`src/rtl/paper_timing_pkg.sv`:
```
// Shared types, reset timing and config legality check for the paper video timing path.
// Fields are TimingW wide; sums are checked stage by stage at TimingW+1 bits.
package paper_timing_pkg;

    localparam int TimingW = 12;

    typedef struct packed {
        logic [TimingW-1:0] h_active;
        logic [TimingW-1:0] h_fp;
        logic [TimingW-1:0] h_sync;
        logic [TimingW-1:0] h_bp;
        logic [TimingW-1:0] v_active;
        logic [TimingW-1:0] v_fp;
        logic [TimingW-1:0] v_sync;
        logic [TimingW-1:0] v_bp;
        logic               hsync_pol;
        logic               vsync_pol;
    } timing_cfg_t;

    localparam timing_cfg_t TimingCfgDefault = '{
        h_active:  TimingW'(640),
        h_fp:      TimingW'(16),
        h_sync:    TimingW'(96),
        h_bp:      TimingW'(48),
        v_active:  TimingW'(480),
        v_fp:      TimingW'(10),
        v_sync:    TimingW'(2),
        v_bp:      TimingW'(33),
        hsync_pol: 1'b0,
        vsync_pol: 1'b0
    };

    function automatic logic axis_fits(
        input logic [TimingW-1:0] a,
        input logic [TimingW-1:0] b,
        input logic [TimingW-1:0] c,
        input logic [TimingW-1:0] d
    );
        logic [TimingW:0] s;
        logic             ovf;
        s   = {1'b0, a} + {1'b0, b};
        ovf = s[TimingW];
        s   = {1'b0, s[TimingW-1:0]} + {1'b0, c};
        ovf = ovf | s[TimingW];
        s   = {1'b0, s[TimingW-1:0]} + {1'b0, d};
        ovf = ovf | s[TimingW];
        return !ovf;
    endfunction

    function automatic logic cfg_legal(input timing_cfg_t c);
        return (c.h_active != '0) && (c.h_sync != '0) &&
               (c.v_active != '0) && (c.v_sync != '0) &&
               axis_fits(c.h_active, c.h_fp, c.h_sync, c.h_bp) &&
               axis_fits(c.v_active, c.v_fp, c.v_sync, c.v_bp);
    endfunction

endpackage

```
`src/rtl/paper_timing_axis.sv`:
```
// One timing axis: last-position detect on the current count, plus the
// advanced count and its active/sync decode.
module paper_timing_axis
    import paper_timing_pkg::*;
#(
    parameter int CntWidth = TimingW
) (
    input  logic [CntWidth-1:0] cnt,
    input  logic [CntWidth-1:0] len_active,
    input  logic [CntWidth-1:0] len_fp,
    input  logic [CntWidth-1:0] len_sync,
    input  logic [CntWidth-1:0] len_bp,
    input  logic                adv,
    output logic [CntWidth-1:0] nxt,
    output logic                last,
    output logic                active,
    output logic                sync
);

    logic [CntWidth:0] sync_start;
    logic [CntWidth:0] sync_end;
    logic [CntWidth:0] total;
    logic [CntWidth:0] cnt_inc;
    logic [CntWidth:0] nxt_ext;

    always_comb begin
        sync_start = {1'b0, len_active} + {1'b0, len_fp};
        sync_end   = sync_start + {1'b0, len_sync};
        total      = sync_end + {1'b0, len_bp};
        cnt_inc    = {1'b0, cnt} + {{CntWidth{1'b0}}, 1'b1};
        // >= keeps a stray count from running away past the end
        last       = cnt_inc >= total;
        nxt        = cnt;
        if (adv) begin
            nxt = last ? '0 : cnt_inc[CntWidth-1:0];
        end
        nxt_ext = {1'b0, nxt};
        active  = nxt_ext < {1'b0, len_active};
        sync    = (nxt_ext >= sync_start) && (nxt_ext < sync_end);
    end

endmodule

```
`src/rtl/paper_timing_ctrl.sv`:
```
// Video timing controller: registered DE/syncs/coordinates, shadowed config
// applied at frame wrap (or at once when idle), pixel FIFO pop and underflow.
module paper_timing_ctrl
    import paper_timing_pkg::*;
#(
    parameter int CntWidth = TimingW
) (
    input  logic                clk_i,
    input  logic                rst_i,
    input  logic                enable_i,
    input  logic                cfg_we_i,
    input  timing_cfg_t         cfg_i,
    output logic                cfg_err_o,
    output logic                cfg_pending_o,
    input  logic                px_valid_i,
    output logic                px_ready_o,
    output logic                de_o,
    output logic                hsync_o,
    output logic                vsync_o,
    output logic [CntWidth-1:0] x_o,
    output logic [CntWidth-1:0] y_o,
    output logic                line_start_o,
    output logic                frame_start_o,
    output logic                underflow_o,
    input  logic                underflow_clr_i
);

    timing_cfg_t         cfg_q;
    timing_cfg_t         pend_q;
    timing_cfg_t         cfg_next;
    logic                run_q;
    logic                h_adv, v_adv, wrap, wr_ok, apply;
    logic [CntWidth-1:0] h_nxt, v_nxt, x_n, y_n;
    logic                h_last, v_last, h_act, v_act, h_syn, v_syn;
    logic                de_n, hs_n, vs_n, line_n, frame_n;

    paper_timing_axis #(.CntWidth(CntWidth)) u_h_axis (
        .cnt       (x_o),
        .len_active(cfg_q.h_active),
        .len_fp    (cfg_q.h_fp),
        .len_sync  (cfg_q.h_sync),
        .len_bp    (cfg_q.h_bp),
        .adv       (h_adv),
        .nxt       (h_nxt),
        .last      (h_last),
        .active    (h_act),
        .sync      (h_syn)
    );

    paper_timing_axis #(.CntWidth(CntWidth)) u_v_axis (
        .cnt       (y_o),
        .len_active(cfg_q.v_active),
        .len_fp    (cfg_q.v_fp),
        .len_sync  (cfg_q.v_sync),
        .len_bp    (cfg_q.v_bp),
        .adv       (v_adv),
        .nxt       (v_nxt),
        .last      (v_last),
        .active    (v_act),
        .sync      (v_syn)
    );

    // Idle counters sit at 0, so holding them restarts the frame at (0,0).
    // Pixel (0,0) decodes the same under any legal config, so only the
    // polarity has to come from the freshly applied set.
    always_comb begin
        h_adv    = run_q;
        v_adv    = run_q & h_last;
        wrap     = run_q & h_last & v_last;
        wr_ok    = cfg_we_i & cfg_legal(cfg_i);
        apply    = cfg_pending_o & (~enable_i | ~run_q | wrap);
        cfg_next = apply ? pend_q : cfg_q;
        x_n      = '0;
        y_n      = '0;
        de_n     = 1'b0;
        hs_n     = ~cfg_next.hsync_pol;
        vs_n     = ~cfg_next.vsync_pol;
        line_n   = 1'b0;
        frame_n  = 1'b0;
        if (enable_i) begin
            x_n     = h_nxt;
            y_n     = v_nxt;
            de_n    = h_act & v_act;
            line_n  = (h_nxt == '0);
            frame_n = (h_nxt == '0) && (v_nxt == '0);
            if (h_syn) hs_n = cfg_next.hsync_pol;
            if (v_syn) vs_n = cfg_next.vsync_pol;
        end
    end

    always_ff @(posedge clk_i) begin
        if (rst_i) begin
            cfg_q         <= TimingCfgDefault;
            pend_q        <= TimingCfgDefault;
            cfg_pending_o <= 1'b0;
            cfg_err_o     <= 1'b0;
            run_q         <= 1'b0;
            x_o           <= '0;
            y_o           <= '0;
            de_o          <= 1'b0;
            hsync_o       <= 1'b1;
            vsync_o       <= 1'b1;
            line_start_o  <= 1'b0;
            frame_start_o <= 1'b0;
            underflow_o   <= 1'b0;
        end else begin
            cfg_q <= cfg_next;
            if (wr_ok) pend_q <= cfg_i;
            cfg_pending_o <= wr_ok | (cfg_pending_o & ~apply);
            cfg_err_o     <= cfg_we_i & ~wr_ok;
            run_q         <= enable_i;
            x_o           <= x_n;
            y_o           <= y_n;
            de_o          <= de_n;
            hsync_o       <= hs_n;
            vsync_o       <= vs_n;
            line_start_o  <= line_n;
            frame_start_o <= frame_n;
            underflow_o   <= (de_o & ~px_valid_i) |
                             (underflow_o & ~underflow_clr_i);
        end
    end

    assign px_ready_o = de_o;

endmodule

```
`config.mk`:
```
export PLATFORM = sky130hd
export DESIGN_NAME = paper_timing_ctrl
export DESIGN_NICKNAME = d
export VERILOG_FILES = /design/src/rtl/paper_timing_pkg.sv /design/src/rtl/paper_timing_axis.sv /design/src/rtl/paper_timing_ctrl.sv
export SDC_FILE = /design/constraint.sdc
export NUM_CORES = 1
export LEC_CHECK = 0
export ABC_CLOCK_PERIOD_IN_PS = 15000
export BUFFER_PORTS_ARGS = -buffer_cell sky130_fd_sc_hd__buf_2
export CORE_ASPECT_RATIO = 1.75
export CORE_UTILIZATION = 56
export DETAILED_ROUTE_END_ITERATION = 16
export PLACE_DENSITY = 0.75
export SYNTH_ARGS = -nofsm -noshare
export SYNTH_HDL_FRONTEND = slang
export SYNTH_SLANG_ARGS = --single-unit
```
`constraint.sdc`:
```
create_clock -name clk_i -period 15 [get_ports clk_i]
set_input_delay 3 -clock clk_i [delete_from_list [all_inputs] [get_ports clk_i]]
set_output_delay 3 -clock clk_i [all_outputs]
set_load 0.005 [all_outputs]
```
== After elaboration in Yosys (flattened, before gate mapping) ==
Index checks and enable logic that the tools add are counted.

* Reductions and logical operators: 17
* Multipliers: 0
* Bitwise gates (word level): 25
* Equality and inequality tests: 0
* Mux-type cells: 9
* $add $sub $neg: 14
* Shift operators: 0
* Div/mod/pow operators: 0
* Order comparisons: 8

{| class="wikitable"
|+ Operator list
! operator !! count
|-
| $add 12x12->13 || 8
|-
| $add 13x12->13 || 4
|-
| $mux 12 || 4
|-
| $reduce_bool 12->1 || 4
|-
| $add 12x1->13 const B || 2
|-
| $ge 12x13->1 || 2
|-
| $ge 13x13->1 || 2
|-
| $lt 12x13->1 || 2
|-
| $logic_not 12->1 || 2
|-
| $lt 12x12->1 || 2
|-
| $and 1x1->1 || 9
|-
| $logic_and 1x1->1 || 8
|-
| $not 1->1 || 8
|-
| $or 1x1->1 || 8
|-
| $mux 1 || 4
|-
| $logic_not 1->1 || 2
|-
| $mux 2 || 1
|-
| $reduce_or 2->1 || 1
|}

* Memory bits (writable): 0
* Memories: 0
* Bits in latches: 0
* Logic and storage cells: 104
* ROM bits: 0
* Flip-flop bits (word level): 229
* Output and inout bits: 33
* Input bits: 104

== Longest topological paths before layout ==
* Depth in word-level cells: 12
* Depth in mapped cells: 39
* Depth with buffers taken out: 38

== By module ==
Synthesis repeated with hierarchy kept, for this count alone.

* Cells, all modules: 2,106
* Area total of the unflattened synthesis: 17,489.3 sq um

{| class="wikitable"
|+ By module, submodules not included
! module !! instances !! area each (sq um) !! cells each !! sequential area each (sq um)
|-
| paper_timing_ctrl || 1 || 11,180.7 || 1,277 || 4,584.4
|-
| paper_timing_axis (u_v_axis) || 1 || 3,163.0 || 416 || 0.0
|-
| paper_timing_axis (u_h_axis) || 1 || 3,145.5 || 413 || 0.0
|}

== Worst setup path before layout ==
Ideal clock, no wire load.

* Kind: input port to flip-flop
* From: input cfg_i[74] (netlist bit)
* To: register pend_q[13] (netlist bit)
* Arrival time: 7.640 ns
* Cell stages on the path: 25
* Path buffers: 2
* Setup slack: 7.228 ns
* Required time: 14.868 ns
* Setup time: 0.132 ns
* Cells stage by stage: ha_1 -> fa_1 -> a21o_1 -> a21oi_1 -> nor2b_1 -> o31ai_1 -> a21oi_1 -> o21a_1 -> nor2_1 -> xnor2_1 -> ha_1 -> or3_1 -> o21ai_0 -> a21oi_1 -> xor2_1 -> ha_1 -> a222oi_1 -> o21ai_0 -> nor4_1 -> nand4_1 -> a2111o_1 -> buf_4 -> buf_6 -> o31ai_1 -> a21oi_1

* Longest elaborated chain between the ends: 8
* Elaborated cells between the ends (all ways): 9
* Those cells by class: 3 x add/sub; 3 x bitwise; 3 x reduce/logical

{| class="wikitable"
|+ RTL lines
! what !! line !! RTL
|-
| start: declaration || paper_timing_ctrl.sv:12 || <nowiki>input timing_cfg_t cfg_i,</nowiki>
|-
| $add 12x12->13 (*) || paper_timing_pkg.sv:41 || <nowiki>s = {1'b0, a} + {1'b0, b};</nowiki>
|-
| $add 12x12->13 || paper_timing_pkg.sv:43 || <nowiki>s = {1'b0, s[TimingW-1:0]} + {1'b0, c};</nowiki>
|-
| $add 12x12->13 / $or 1x1->1 (equally long branches) || paper_timing_pkg.sv:45, paper_timing_pkg.sv:44 ||
|-
| $or 1x1->1 (*) || paper_timing_pkg.sv:46 || <nowiki>ovf = ovf | s[TimingW];</nowiki>
|-
| $logic_not 1->1 (*) || paper_timing_pkg.sv:47 || <nowiki>return !ovf;</nowiki>
|-
| $logic_and 1x1->1 (*) || paper_timing_pkg.sv:52 || <nowiki>(c.v_active != '0) && (c.v_sync != '0) &&</nowiki>
|-
| $logic_and 1x1->1 (*) || paper_timing_pkg.sv:53 || <nowiki>axis_fits(c.h_active, c.h_fp, c.h_sync, c.h_bp) &&</nowiki>
|-
| $and 1x1->1 (*) || paper_timing_ctrl.sv:70 || <nowiki>wr_ok = cfg_we_i & cfg_legal(cfg_i);</nowiki>
|-
| end signal: assignment || paper_timing_ctrl.sv:94 || <nowiki>pend_q <= TimingCfgDefault;</nowiki>
|-
| end signal: assignment || paper_timing_ctrl.sv:108 || <nowiki>if (wr_ok) pend_q <= cfg_i;</nowiki>
|-
| end: declaration || paper_timing_ctrl.sv:29 || <nowiki>timing_cfg_t pend_q;</nowiki>
|}

Every way passes the cells marked *; elsewhere a longest branch is shown, timed or not.
A chain may end at the register's enable or synchronous reset.

== Worst setup path after layout ==
* From: input cfg_i[86] (netlist bit)
* To: register pend_q[44] (netlist bit)

* Longest elaborated chain between the ends: 8
* Elaborated cells between the ends (all ways): 13
* Those cells by class: 3 x add/sub; 3 x bitwise; 7 x reduce/logical

{| class="wikitable"
|+ RTL lines
! what !! line
|-
| $add 12x12->13 || paper_timing_pkg.sv:41
|-
| $add 12x12->13 || paper_timing_pkg.sv:43
|-
| $add 12x12->13 / $or 1x1->1 (equally long branches) || paper_timing_pkg.sv:45, paper_timing_pkg.sv:44
|-
| $or 1x1->1 || paper_timing_pkg.sv:46
|-
| $logic_not 1->1 || paper_timing_pkg.sv:47
|-
| $logic_and 1x1->1 (*) || paper_timing_pkg.sv:52
|-
| $logic_and 1x1->1 (*) || paper_timing_pkg.sv:53
|-
| $and 1x1->1 (*) || paper_timing_ctrl.sv:70
|}

Marked as above.

==> impl_metrics.ini <==
[outcome]
outcome = completed

[global_route]
grt_usage = 0.3024
grt_pass1_wl_um = 76410
grt_max_degree = 111
antenna_found_initial = 0
grt_pass1_vias = 15330
gr-total-overflow = 0

[setup_path]
worstSetupStartpointType = input port
cp.required_ns = 15.41
worstRegToRegCells = 36
path_max_fanout = 84
cp.arrival_ns = 9.77
path_class = input port to register
end_kind = register
r2r-end = vsync_o
timing.rr.start = cfg_q[38]
r2r_slack_ns = 6.12

[routing]
ant_nets = 0
wirelength_um = 47240
vias = 15880
viasPerCell = 6.115
drc = 0
drtPass1Iterations = 6
avgRoutedWirePerCell_um = 18.20
drt_iter0_drc = 1021

[synth]
synth_cell_types = 66
syn_inst = 2143
ys_ff_latch = 229
synth_top_flop_cell = dfxtp_1
yosysTopAreaCell = dfxtp_1
synthTopCellsByCount = a21oi_1, ha_1, nand2_1, dfxtp_1, nor2_1
yosys.area.top_type_share = 0.2661
synthArstFlopShare = 0
synthTopCellsByArea = dfxtp_1, ha_1, a21oi_1
synth_edf_count = 0
yosysWarnings = 0
syn_area_per_cell_um2 = 8.038
synth_nets = 2501
yosysSeqAreaShare = 0.2661
yosysMostFrequentCell = a21oi_1
synth_area_um2 = 17230

[timing]
period_share = 0.6237
min_period_ns = 9.356
final-hold-violation-count = 0
finalSetupTns_ns = 0
grt_setup_unrepaired = false
drv_slew = 0
finalSetupViolations = 0
clock.fmax_mhz = 106.9
relSlewSlack = 0.2716
worst_pin_slew_ns = 1.089
skew_ns = 0.01476

[clock_tree]
cts_made_buffers = 21
post-cts-setup-buffer-count = 0
hold_buffers = 0
cts_tree = yes
post_cts_resized = 0
clk_pin_slew_ns = 0.06
cts_sinks = 229
cts_buffer_depth = 3
cts-root-buf = clkbuf_16
h-tree-depth = 1
clock_latency_ns = 0.52

[cells_and_area]
area_growth_pct = 7.925
antenna_cells = 0
drive_gt1_frac = 0.09144
finalNetCount = 2554

[die]
core_um2 = 30160
die_area_um2 = 31490
fp-row-count = 84
die_w_um = 134.6
io_pins = 137
die_y_um = 234.0
initial_utilization = 0.5711

[placed_design]
gp_congestion = 0.9265
dp_hpwl_um = 37170
io_buffers = 136

[power]
power.density_nw_per_um2 = 87.02
ir_drop_v = 0.0001193
fin_total_pwr_w = 0.001618
p_leak_nw = 8.084

[min_path]
worstHoldPathType = register to register
hold_start = pend_q[94]
min_path_cells = 2
whs_endpoint = cfg_q[94]

[flow_run]
drv_cap = 0
[power breakdown]
| group | leakage, nW | total (W) | internal, W | switching [W] |
|---|---|---|---|---|
| Combinational | 5.92 | 0.000455 | 0.000157 | 0.000297 |
| Clock | 0.320 | 0.000526 | 0.000293 | 0.000234 |
| Sequential | 1.85 | 0.000637 | 0.000625 | 0.0000114 |
[cell type report]
type,count,area [um^2]
sequential,229,4584
multi-input combinational,1684,11670
clock inverter,5,61.31
timing repair buffer,148,777.0
clock buffer,31,593.1
fill,2734,11570
tap,387,484.2
inverter,112,420.4
[worst max-delay path, cell delays in order]
cell	delay (ns)
buf_2	0.12
ha_1	0.21
fa_1	0.41
a21o_1	0.17
a21oi_1	0.22
nor2b_1	0.09
o31ai_1	0.37
a21oi_1	0.26
o21a_1	0.23
nor2_1	0.10
xnor2_1	0.09
ha_1	0.22
or3_1	0.36
o21ai_0	0.07
a21oi_1	0.08
xor2_1	0.17
ha_1	0.31
a222oi_1	0.32
o21ai_0	0.14
nor4_1	0.27
nand4_1	0.26
a2111oi_4	0.26
buf_4	0.67
nand3_1	0.97
mux2i_1	0.39
[flip-flops by register name, summed over array words and instances, names as in the netlist]
| register | flops |
|---|---|
| h_adv | 1 |
| y_o | 12 |
| frame_start_o | 1 |
| cfg_pending_o | 1 |
| underflow_o | 1 |
| x_o | 12 |
| vsync_o | 1 |
| cfg_err_o | 1 |
| cfg_q | 98 |
| de_o | 1 |
| hsync_o | 1 |
| pend_q | 98 |
| line_start_o | 1 |
[worst max path at each step]
stage                             to  startpoint  cells after the start
after floorplan           pend_q[13]   cfg_i[74]                     25
after global placement    pend_q[15]   cfg_i[74]                     25
after detailed placement  pend_q[95]   cfg_i[74]                     25
after CTS                 pend_q[95]   cfg_i[74]                     25
after global routing      pend_q[45]   cfg_i[86]                     25
final                     pend_q[44]   cfg_i[86]                     25
[cells in the final DEF (no fill, tap or decap), drive strengths merged, types with 16 or more instances in the layout]
| cell | count |
|---|---|
| a21o | 39 |
| a21oi | 267 |
| and2 | 28 |
| buf | 148 |
| clkbuf | 31 |
| dfxtp | 229 |
| ha | 244 |
| inv | 114 |
| mux2i | 20 |
| nand2 | 237 |
| nand2b | 16 |
| nand3 | 40 |
| nand4 | 103 |
| nor2 | 121 |
| nor2b | 29 |
| nor3 | 37 |
| nor4 | 18 |
| o21a | 16 |
| o21ai | 74 |
| o31ai | 95 |
| xnor2 | 75 |
| xor2 | 44 |
[layer usage]
layer | vias to the layer above | part of all wire | GRT usage | wire length [um]
met5 | - | 0 | 0 | 0
met4 | 0 | 0.058 | 0.1678 | 2736
met3 | 157 | 0.048 | 0.02637 | 2280
met2 | 542 | 0.49 | 0.5342 | 22940
met1 | 7319 | 0.41 | 0.3587 | 19280
li1 | 7857 | - | - | -
[cell families (layout without fill, tap and decap cells)]
family | count (synthesis) | in the layout | synth area share
multiplexers | 20 | 20 | 0.01162
AND/OR/NAND/NOR | 684 | 684 | 0.1940
buffers and inverters | 230 | 296 | 0.05862
XOR/XNOR | 119 | 119 | 0.06051
flip-flops | 229 | 229 | 0.2661
adder cells (fa/ha/maj) | 254 | 254 | 0.1889
AO/OA/AOI/OAI | 607 | 607 | 0.2202
[metrics by stage]
step                  util  hold WS (ns)  setup slack [ns]  std cells  cell area [um^2]
detailed placement  0.5946        0.4448             5.125       2560             17940
global route        0.6163        0.4687             4.917       2596             18590
floorplan                -        0.4322             7.228       2143             17230
finish              0.6163        0.4518             5.644       2596             18590
global placement    0.5946        0.4402             5.265       2560             17940
CTS                 0.6163        0.4552             5.654       2596             18590
No activity file was read; power rests on OpenSTA's default activity.
